`config.mk`:
```
export PLATFORM = sky130hd
export DESIGN_NAME = pwm_duty_ramp_flat
export DESIGN_NICKNAME = d
export VERILOG_FILES = /design/src/rtl/pwm_duty_ramp_if.sv /design/src/rtl/pwm_duty_ramp.sv /design/src/flat_wrapper.sv
export SDC_FILE = /design/constraint.sdc
export NUM_CORES = 1
export LEC_CHECK = 0
export BUFFER_PORTS_ARGS = -buffer_cell sky130_fd_sc_hd__buf_2
export CORE_AREA = 2 2 70 72
export DETAILED_ROUTE_END_ITERATION = 7
export DIE_AREA = 0 0 72 74
export PLACE_DENSITY = 0.7
export SYNTH_ARGS = -nofsm -noshare
export SYNTH_HDL_FRONTEND = slang
export SYNTH_SLANG_ARGS = --single-unit
```
`constraint.sdc`:
```
create_clock -name clk_in -period 3.1 [get_ports clk_in]
set_clock_uncertainty 0.05 [all_clocks]
set_input_delay 0.31 -clock clk_in [delete_from_list [all_inputs] [get_ports clk_in]]
set_output_delay 0.31 -clock clk_in [all_outputs]
set_load 0.01 [all_outputs]
```
`src/rtl/pwm_duty_ramp_if.sv`:
```
// Command channel into the duty ramp stage.
//
// Handshake: a command transfers on every rising clock edge where
// cmd_valid and cmd_ready are both 1. cmd_duty is only meaningful while
// cmd_valid is 1. cmd_ready does not depend on cmd_valid.
//
// Signals:
//   cmd_valid  master -> slave  command present
//   cmd_duty   master -> slave  requested duty (W bits)
//   cmd_ready  slave -> master  command accepted this cycle if cmd_valid
interface pwm_duty_ramp_if #(
    parameter int W = 8
);
    logic         cmd_valid;
    logic [W-1:0] cmd_duty;
    logic         cmd_ready;

    modport master (
        output cmd_valid,
        output cmd_duty,
        input  cmd_ready
    );

    modport slave (
        input  cmd_valid,
        input  cmd_duty,
        output cmd_ready
    );
endinterface

```
`src/rtl/pwm_duty_ramp.sv`:
```
// Duty-command stage in front of the motor PWM generator.
//
// Holds duty at zero through an ESC arming interval of ARM_PERIODS PWM
// periods. After that it accepts throttle commands, clamps them to
// MAX_DUTY and slews the presented duty toward the command by at most
// STEP per PWM period. Duty only moves on period_end, so the generator
// never sees a mid-period change.
//
// Ports:
//   clk_in      system clock, rising edge
//   rst_n       asynchronous active-low reset
//   arm         level: 1 = arm/run, 0 = force disarm
//   period_end  one-cycle pulse at each PWM period wrap
//   cmd         command channel (slave side of pwm_duty_ramp_if)
//   duty        registered duty to the PWM stage
//   running     state is RUN
//   settled     running and duty has reached the target
//   clamp_err   one-cycle pulse: accepted command exceeded MAX_DUTY
//   state_dbg   current FSM state (0 DISARMED, 1 ARMING, 2 RUN)
module pwm_duty_ramp #(
    parameter int W           = 8,
    parameter int MAX_DUTY    = 100,
    parameter int STEP        = 5,
    parameter int ARM_PERIODS = 50
) (
    input  logic              clk_in,
    input  logic              rst_n,
    input  logic              arm,
    input  logic              period_end,
    pwm_duty_ramp_if.slave    cmd,
    output logic [W-1:0]      duty,
    output logic              running,
    output logic              settled,
    output logic              clamp_err,
    output logic [1:0]        state_dbg
);

    typedef enum logic [1:0] {
        DISARMED = 2'd0,
        ARMING   = 2'd1,
        RUN      = 2'd2
    } state_t;

    localparam int           CW       = $clog2(ARM_PERIODS + 1);
    localparam logic [CW-1:0] ARM_LAST = CW'(ARM_PERIODS - 1);
    localparam logic [W:0]   MAX_EXT  = (W+1)'(MAX_DUTY);
    localparam logic [W-1:0] MAX_D    = W'(MAX_DUTY);
    localparam logic [W:0]   STEP_EXT = (W+1)'(STEP);
    localparam logic [W-1:0] STEP_D   = W'(STEP);

    state_t        state_q, state_d;
    logic [CW-1:0] arm_cnt_q, arm_cnt_d;
    logic [W-1:0]  target_q, target_d;
    logic [W-1:0]  duty_q, duty_d;
    logic          clamp_err_q, clamp_err_d;

    // Slew arithmetic, widened by one bit so neither add nor compare wraps.
    logic [W:0]    up_sum;
    logic [W:0]    dn_floor;
    logic [W-1:0]  step_duty;
    logic          cmd_over;
    logic [W-1:0]  cmd_clamped;

    always_ff @(posedge clk_in or negedge rst_n) begin
        if (!rst_n) begin
            state_q     <= DISARMED;
            arm_cnt_q   <= '0;
            target_q    <= '0;
            duty_q      <= '0;
            clamp_err_q <= 1'b0;
        end else begin
            state_q     <= state_d;
            arm_cnt_q   <= arm_cnt_d;
            target_q    <= target_d;
            duty_q      <= duty_d;
            clamp_err_q <= clamp_err_d;
        end
    end

    always_comb begin
        up_sum      = {1'b0, duty_q} + STEP_EXT;
        dn_floor    = {1'b0, target_q} + STEP_EXT;
        cmd_over    = {1'b0, cmd.cmd_duty} > MAX_EXT;
        cmd_clamped = cmd_over ? MAX_D : cmd.cmd_duty;

        step_duty = duty_q;
        if (duty_q < target_q) begin
            step_duty = (up_sum > {1'b0, target_q}) ? target_q : up_sum[W-1:0];
        end else if (duty_q > target_q) begin
            // duty >= target + STEP guarantees duty - STEP cannot underflow.
            step_duty = ({1'b0, duty_q} < dn_floor) ? target_q : (duty_q - STEP_D);
        end

        state_d     = state_q;
        arm_cnt_d   = arm_cnt_q;
        target_d    = target_q;
        duty_d      = duty_q;
        clamp_err_d = 1'b0;

        unique case (state_q)
            DISARMED: begin
                duty_d   = '0;
                target_d = '0;
                if (arm) begin
                    state_d   = ARMING;
                    arm_cnt_d = '0;
                end
            end
            ARMING: begin
                duty_d   = '0;
                target_d = '0;
                if (!arm) begin
                    state_d = DISARMED;
                end else if (period_end) begin
                    arm_cnt_d = arm_cnt_q + 1'b1;
                    if (arm_cnt_q == ARM_LAST) begin
                        state_d = RUN;
                    end
                end
            end
            RUN: begin
                // Disarm overrides any accept or period step on the same edge.
                if (!arm) begin
                    state_d  = DISARMED;
                    duty_d   = '0;
                    target_d = '0;
                end else begin
                    // The step always uses the target from before this edge.
                    if (period_end) begin
                        duty_d = step_duty;
                    end
                    if (cmd.cmd_valid) begin
                        target_d    = cmd_clamped;
                        clamp_err_d = cmd_over;
                    end
                end
            end
            default: begin
                state_d  = DISARMED;
                duty_d   = '0;
                target_d = '0;
            end
        endcase
    end

    always_comb begin
        cmd.cmd_ready = (state_q == RUN);
        running       = (state_q == RUN);
        settled       = (state_q == RUN) && (duty_q == target_q);
        duty          = duty_q;
        clamp_err     = clamp_err_q;
        state_dbg     = state_q;
    end

endmodule
```
`src/flat_wrapper.sv`:
```
// flat-port wrapper written by rule: the top's interface ports become plain ports
module pwm_duty_ramp_flat 
#(
    parameter int W           = 8,
    parameter int MAX_DUTY    = 100,
    parameter int STEP        = 5,
    parameter int ARM_PERIODS = 50
)
  (clk_in, rst_n, arm, period_end, duty, running, settled, clamp_err, state_dbg, cmd_cmd_valid, cmd_cmd_duty, cmd_cmd_ready);
  pwm_duty_ramp_if #(.W(W)) cmd_i ();
  input  logic clk_in;
  input  logic rst_n;
  input  logic arm;
  input  logic period_end;
  output logic [W-1:0] duty;
  output logic running;
  output logic settled;
  output logic clamp_err;
  output logic [1:0] state_dbg;
  input wire logic [$bits(cmd_i.cmd_valid)-1:0] cmd_cmd_valid;
  input wire logic [$bits(cmd_i.cmd_duty)-1:0] cmd_cmd_duty;
  output wire logic [$bits(cmd_i.cmd_ready)-1:0] cmd_cmd_ready;
  assign cmd_i.cmd_valid = cmd_cmd_valid;
  assign cmd_i.cmd_duty = cmd_cmd_duty;
  assign cmd_cmd_ready = cmd_i.cmd_ready;
  pwm_duty_ramp #(.W(W), .MAX_DUTY(MAX_DUTY), .STEP(STEP), .ARM_PERIODS(ARM_PERIODS)) u_core (.clk_in(clk_in), .rst_n(rst_n), .arm(arm), .period_end(period_end), .cmd(cmd_i), .duty(duty), .running(running), .settled(settled), .clamp_err(clamp_err), .state_dbg(state_dbg));
endmodule
```
---- Word-level counts from Yosys, hierarchy flattened ----
Index checks and enable logic that the tools add are counted.
cells by class
  eq/ne operators ......................... 13
  mux-type cells .......................... 24
  $lt $le $gt $ge ......................... 5
  add/sub/neg operators ................... 4
  reduce and logical (&&, ||, !) cells .... 6
operators by type and width
  operator                                                       count
  two-way mux 8 bit                                              11
  adder 8 x 3 -> 9 bit, second input constant                    2
  two-way mux 6 bit                                              3
  one-hot mux 6 bit (2 select lines)                             1
  two-way mux 2 bit                                              5
  greater-than comparator 9 x 8 -> 1 bit                         1
  less-than comparator 8 x 9 -> 1 bit                            1
  inequality test 3 bit, second input constant                   3
  equality test 8 bit                                            1
  greater-than comparator 8 x 7 -> 1 bit, second input constant  1
  greater-than comparator 8 bit                                  1
  less-than comparator 8 bit                                     1
  inequality test 2 bit, second input constant                   4
  AND reduction 4 bit                                            2
  subtractor 8 x 3 -> 8 bit, second input constant               1
  adder 6 x 1 -> 6 bit, second input constant                    1
  equality test 6 bit, second input constant                     1
  one-hot mux 2 bit (3 select lines)                             1
  inequality test 4 x 2 -> 1 bit, second input constant          1
  two-way mux 1 bit                                              3
  inequality test 3 x 2 -> 1 bit, second input constant          1
  equality test 2 x 1 -> 1 bit, second input constant            1
  equality test 2 bit, second input constant                     1
  zero test 2 bit                                                1
  other kinds (3)                                                3
storage, ports and cells
  logic and storage cells ................. 57
  input port bits ......................... 13
  flip-flop bits (word level) ............. 25
  output and inout port bits .............. 14

---- Logic depth before layout (Yosys ltp) ----
  word-level depth ........................ 8
  depth in mapped cells ................... 12
  mapped depth without buffers ............ 11

---- Least setup slack after synthesis ----
No wires, ideal clock.
  kind .................................... flip-flop to flip-flop
  start point ............................. register u_core.duty_q[2], in the netlist u_core.duty[2]
  end point ............................... register u_core.duty_q[1], in the netlist u_core.duty[1]
  stages on the path, launching flop included .. 13
  data arrival time ....................... 2.972 ns
  library setup time ...................... 0.126 ns
  path buffers ............................ 1
  path slack .............................. -0.048 ns
  clock period less this slack ............ 3.148 ns
  path through ............................ dfrtp_1 > buf_2 > a21oi_1 > nor2_1 > and3_1 > xor2_1 > ha_1 > and3_1 > a211oi_1 > a211oi_4 > nor2_4 > mux2_4 > a221o_1
on the way
  word-level cells in the longest chain between the ends .. 7
  elaborated cells on any way between the ends .. 14
RTL lines
  item                                                                         RTL line                                  source
  start, declared                                                              pwm_duty_ramp.sv:54                       logic [W-1:0] duty_q, duty_d;
  start signal, assigned                                                       pwm_duty_ramp.sv:75                       duty_q <= duty_d;
  adder 8 x 3 -> 9 bit or less-than comparator 8 x 9 -> 1 bit (tied branches)  pwm_duty_ramp.sv:81, pwm_duty_ramp.sv:91
  greater-than comparator 9 x 8 -> 1 bit or two-way mux 8 bit (tied branches)  pwm_duty_ramp.sv:88, pwm_duty_ramp.sv:91
  two-way mux 8 bit, on equally long branches                                  pwm_duty_ramp.sv:88, pwm_duty_ramp.sv:89
  two-way mux 8 bit                                                            pwm_duty_ramp.sv:87                       if (duty_q < target_q) begin
  two-way mux 8 bit                                                            pwm_duty_ramp.sv:129                      if (period_end) begin
  two-way mux 8 bit                                                            pwm_duty_ramp.sv:123                      if (!arm) begin
  two-way mux 8 bit                                                            pwm_duty_ramp.sv:100                      unique case (state_q)
Several ways; a longest one is shown, not always the timed one. The select of a mux whose other input is x is not followed.
A chain may end at the register's enable or synchronous reset.

---- Final worst setup path ----
  start point ............................. register u_core.duty_q[0], in the netlist u_core.duty[0]
  end point ............................... register u_core.duty_q[7], in the netlist u_core.duty[7]
on the way
  word-level cells in the longest chain between the ends .. 7
  elaborated cells on any way between the ends .. 15
RTL lines
  item                                                                         RTL line                                  source
  adder 8 x 3 -> 9 bit (tied with other cells)                                 pwm_duty_ramp.sv:81                       up_sum = {1'b0, duty_q} + STEP_EXT;
  greater-than comparator 9 x 8 -> 1 bit or two-way mux 8 bit (tied branches)  pwm_duty_ramp.sv:88, pwm_duty_ramp.sv:91
  two-way mux 8 bit, on equally long branches                                  pwm_duty_ramp.sv:88, pwm_duty_ramp.sv:89
  two-way mux 8 bit                                                            pwm_duty_ramp.sv:87
  two-way mux 8 bit                                                            pwm_duty_ramp.sv:129
  two-way mux 8 bit                                                            pwm_duty_ramp.sv:123
  two-way mux 8 bit                                                            pwm_duty_ramp.sv:100
Several ways; a longest one is shown, not always the timed one. The select of a mux whose other input is x is not followed.

==> summary.md <==
| Metric | Value |
|---|---|
| Layout Cells excl Fill | `353` |
| Boundary Pins | `27` |
| Worst Reg2Reg Path Length in Cells | `11` |
| Power per cell area | `219.6 nW/µm²` |
| Crit path arrival time | `3.09 ns` |
| Total gr overflow | `0` |
| Clock sink count | `25` |
| Critical path cell sequence | `ha_1, o21ai_1, xnor2_1, ha_1, nand4_2, o221a_4, a211oi_4, nor2_4, buf_12, mux2_4, a221o_1` |
| Synthesized instance count | `259` |
| Post-layout util | `58.42%` |
| Global-route wire length before repair | `9556 µm` |
| CP Launch Type | `register` |
| Maximum clock frequency | `335.8 MHz` |
| Met2 Use GR | `38.17%` |
| Core ar. | `4598 µm²` |
| NumNets Final | `342` |
| Worst setup EP type | `register` |
| Syn Nets | `301` |
| Num CTS Buffers | `3` |
| Netlist cell types | `50` |
| CTS Buffer Depth | `2` |
| Die ar. | `5328 µm²` |
| DRC errors left | `0` |
| Routed wire per std cell | `16.02 µm` |
| Vias per cell | `5.745` |
| RSZ-0062 raised after global routing | `false` |
| Synth-to-layout area growth | `15.74%` |
| Setup ws final | `0.1216 ns` |
| Routability cong. | `0.8391` |
| Crit Path Category | `reg -> reg` |
| Cell leakage power | `1.275 nW` |
| Critical-path top delay cell | `dfrtp_1` |
| Relative slew slack | `50.85%` |
| Pre-antenna DRT Iters | `4` |
| CP most frequent cell | `ha_1` |
| Largest area contributor in the netlist | `dfrtp_1` |
| Initial antenna violation count | `0` |
| Min Tclk post-route | `2.978 ns` |
| Max cap viols | `0` |
| Worst Hold End | `u_core.target_q[1]` |
| Final ANT Viol Nets | `0` |
| Reg2Reg Launch Point | `u_core.duty[0]` |
| R2r setup slk | `0.12 ns` |
| Combinational Power Share | `7.9%` |
| Clock Power Share | `33.7%` |
| FFs w/ async S/R, synth | `100.0%` |
| Slowest stage delay, CP | `0.43 ns` |
| EDFF count, synth | `0` |
| Clock transition at the registers of the reported paths | `0.09 ns` |
| Final setup TNS | `0 ns` |
| Mapped Area | `2321 µm²` |
| Initial core utilization | `50.48%` |
| Final hold vios | `0` |
| Largest net degree at the start of global routing | `26` |
| Yosys top cell area share | `26.95%` |
| FP Rows | `25` |
| Crit path max fanout | `7` |
| Hold Slack | `0.2098 ns` |
| Root buf cell | `clkbuf_8` |
| Reg2Reg Capture Point | `u_core.duty[7]` |
| Number of inserted diodes | `0` |
| First DRT Iteration DRCs | `124` |
| Commonest cells in the netlist | `29 x ha_1, 27 x nor2_1, 25 x dfrtp_1, 18 x inv_1, 16 x nand2_1` |
| Global Route Usage Sum | `23.29%` |
| Place WS | `0.06240 ns` |
| Post-synth top flop | `dfrtp_1` |
| M1 GR Usage | `32.71%` |
| IO Port Bufs | `26` |
| Worst Tran Pin Value | `0.7340 ns` |
| Vias in the first global route | `1983` |
| Skew-Pair Late Insertion Delay | `0.27 ns` |
| P_int | `446.8 µW` |
| Total power | `590.0 µW` |
| CTS tree | `done` |
| Final Setup Violations | `0` |
| Fin crit share | `96.08%` |
| Switching pwr | `143.3 µW` |
| Hold path cells | `2` |
| Register area share after synthesis | `26.95%` |
| Largest cells by area after synthesis | `dfrtp_1 27%, ha_1 16%, xnor2_1 5.3%` |
| Count leader, synth | `ha_1` |
| FILL cells | `421` |
| GRT busiest layer | `met2` |
| HPWL after DPL | `4406 µm` |
| Worst hold start | `cmd_cmd_duty[1]` |
| CP required | `3.21 ns` |
| Die height | `74 µm` |
| Max VDD drop | `0.0002357 V` |
| Reg power frac | `58.4%` |
| Avg Cell Area, Syn | `8.961 µm²` |
| Outcome | `complete, no violations` |
| Die width | `72 µm` |
| Via count | `2028` |
| Worst hold path class | `in -> reg` |
| H-tree depth | `1` |
| Synth warnings | `0` |
| Placed Cells incl. Taps | `346` |
| Switch share | `24.28%` |
| Share of cells above drive strength 1 | `21.40%` |
| Delay-heaviest family, CP | `compound AO/OA/AOI/OAI gates` |
| Finished Cell Area | `2686 µm²` |
| Buf+Inv Stages, Crit Path | `1` |
| Synth Register Bits | `25` |
| Placed cell areas | `2596 µm²` |
| Global-route track usage on met3 | `2.033%` |
| Final WL | `5654 µm` |
| Slew Viols, Final | `0` |
worst register-to-register path: cells and delay by family (launching register included):
family | cells | cell delay, ns
AO/OA/AOI/OAI | 4 | 1.02
XOR/XNOR | 1 | 0.12
adder cells (fa/ha/maj) | 2 | 0.60
multiplexers | 1 | 0.29
flip-flops | 1 | 0.43
buffers and inverters | 1 | 0.15
AND/OR/NAND/NOR | 2 | 0.20
state kept, by name (all words and copies together), names as in the netlist:
register          count
u_core.target_q       8
u_core.arm_cnt_q      6
u_core.clamp_err      1
u_core.duty           8
u_core.state_dbg      2
layout make-up:
cell class | instances | area, µm² | area share (%)
Inverter | 18 | 67.56 | 2.515
Timing Repair Buffer | 44 | 280.3 | 10.43
Multi-Input combinational cell | 208 | 1600 | 59.57
Sequential cell | 25 | 625.6 | 23.29
Tap cell | 54 | 67.56 | 2.515
Clock buffer | 4 | 45.04 | 1.677
per-layer routing:
layer	up-vias	part of all wire [%]	wire [µm]
met5	-	0	0
met4	0	1.6	89
met3	9	3.8	214
met2	54	45	2537
met1	943	50	2812
li1	1022	-	-
cells by family (layout without fill, tap and decap cells):
family | after synthesis | after routing | share of synthesized area [%]
AO/OA/AOI/OAI | 63 | 63 | 20.05
XOR/XNOR | 22 | 22 | 8.302
adder cells (fa/ha/maj) | 29 | 29 | 15.63
buffers and inverters | 26 | 66 | 4.636
flip-flops | 25 | 25 | 26.95
multiplexers | 12 | 12 | 6.523
AND/OR/NAND/NOR | 82 | 82 | 17.90
layout by cell type, fill, tap and decap left out, drive strengths merged, types with 9 or more instances in the layout:
| cell | netlist | routed |
|---|---|---|
| a21oi | 15 | 15 |
| buf | 6 | 43 |
| dfrtp | 25 | 25 |
| ha | 29 | 29 |
| inv | 18 | 18 |
| nand2 | 16 | 16 |
| nor2 | 29 | 29 |
| nor3 | 9 | 9 |
| o21ai | 11 | 11 |
| xnor2 | 14 | 14 |
what timing repair did:
action,in CTS,in global routing
buffers inserted,0,2
endpoints found under the hold margin,25,0
hold buffers,1,0
endpoints found under the setup margin,0,6
resized for setup,0,3
how the worst max path moves through the flow:
stage / start / endpoint / slack [ns] / depth (start not counted)
after detailed placement: u_core.duty[0] / u_core.duty[1] / 0.06 / 11
after global placement: u_core.duty[0] / u_core.duty[7] / 0.13 / 10
after floorplan: u_core.duty[2] / u_core.duty[1] / 0.02 / 12
final: u_core.duty[0] / u_core.duty[7] / 0.12 / 11
after global routing: u_core.duty[0] / u_core.duty[5] / 0.0008 / 13
after CTS: u_core.duty[0] / u_core.duty[7] / 0.04 / 11
power groups by stage:
stage          sequential, mW  combinational, mW  clock [mW]
3_5_place_dp            0.351             0.0458           0
6_report                0.345             0.0466       0.199
4_1_cts                 0.345             0.0471       0.203
3_3_place_gp            0.350             0.0449           0
5_1_grt                 0.346             0.0532       0.212
2_1_floorplan           0.349             0.0245           0
(Power assumes the default switching activity.)
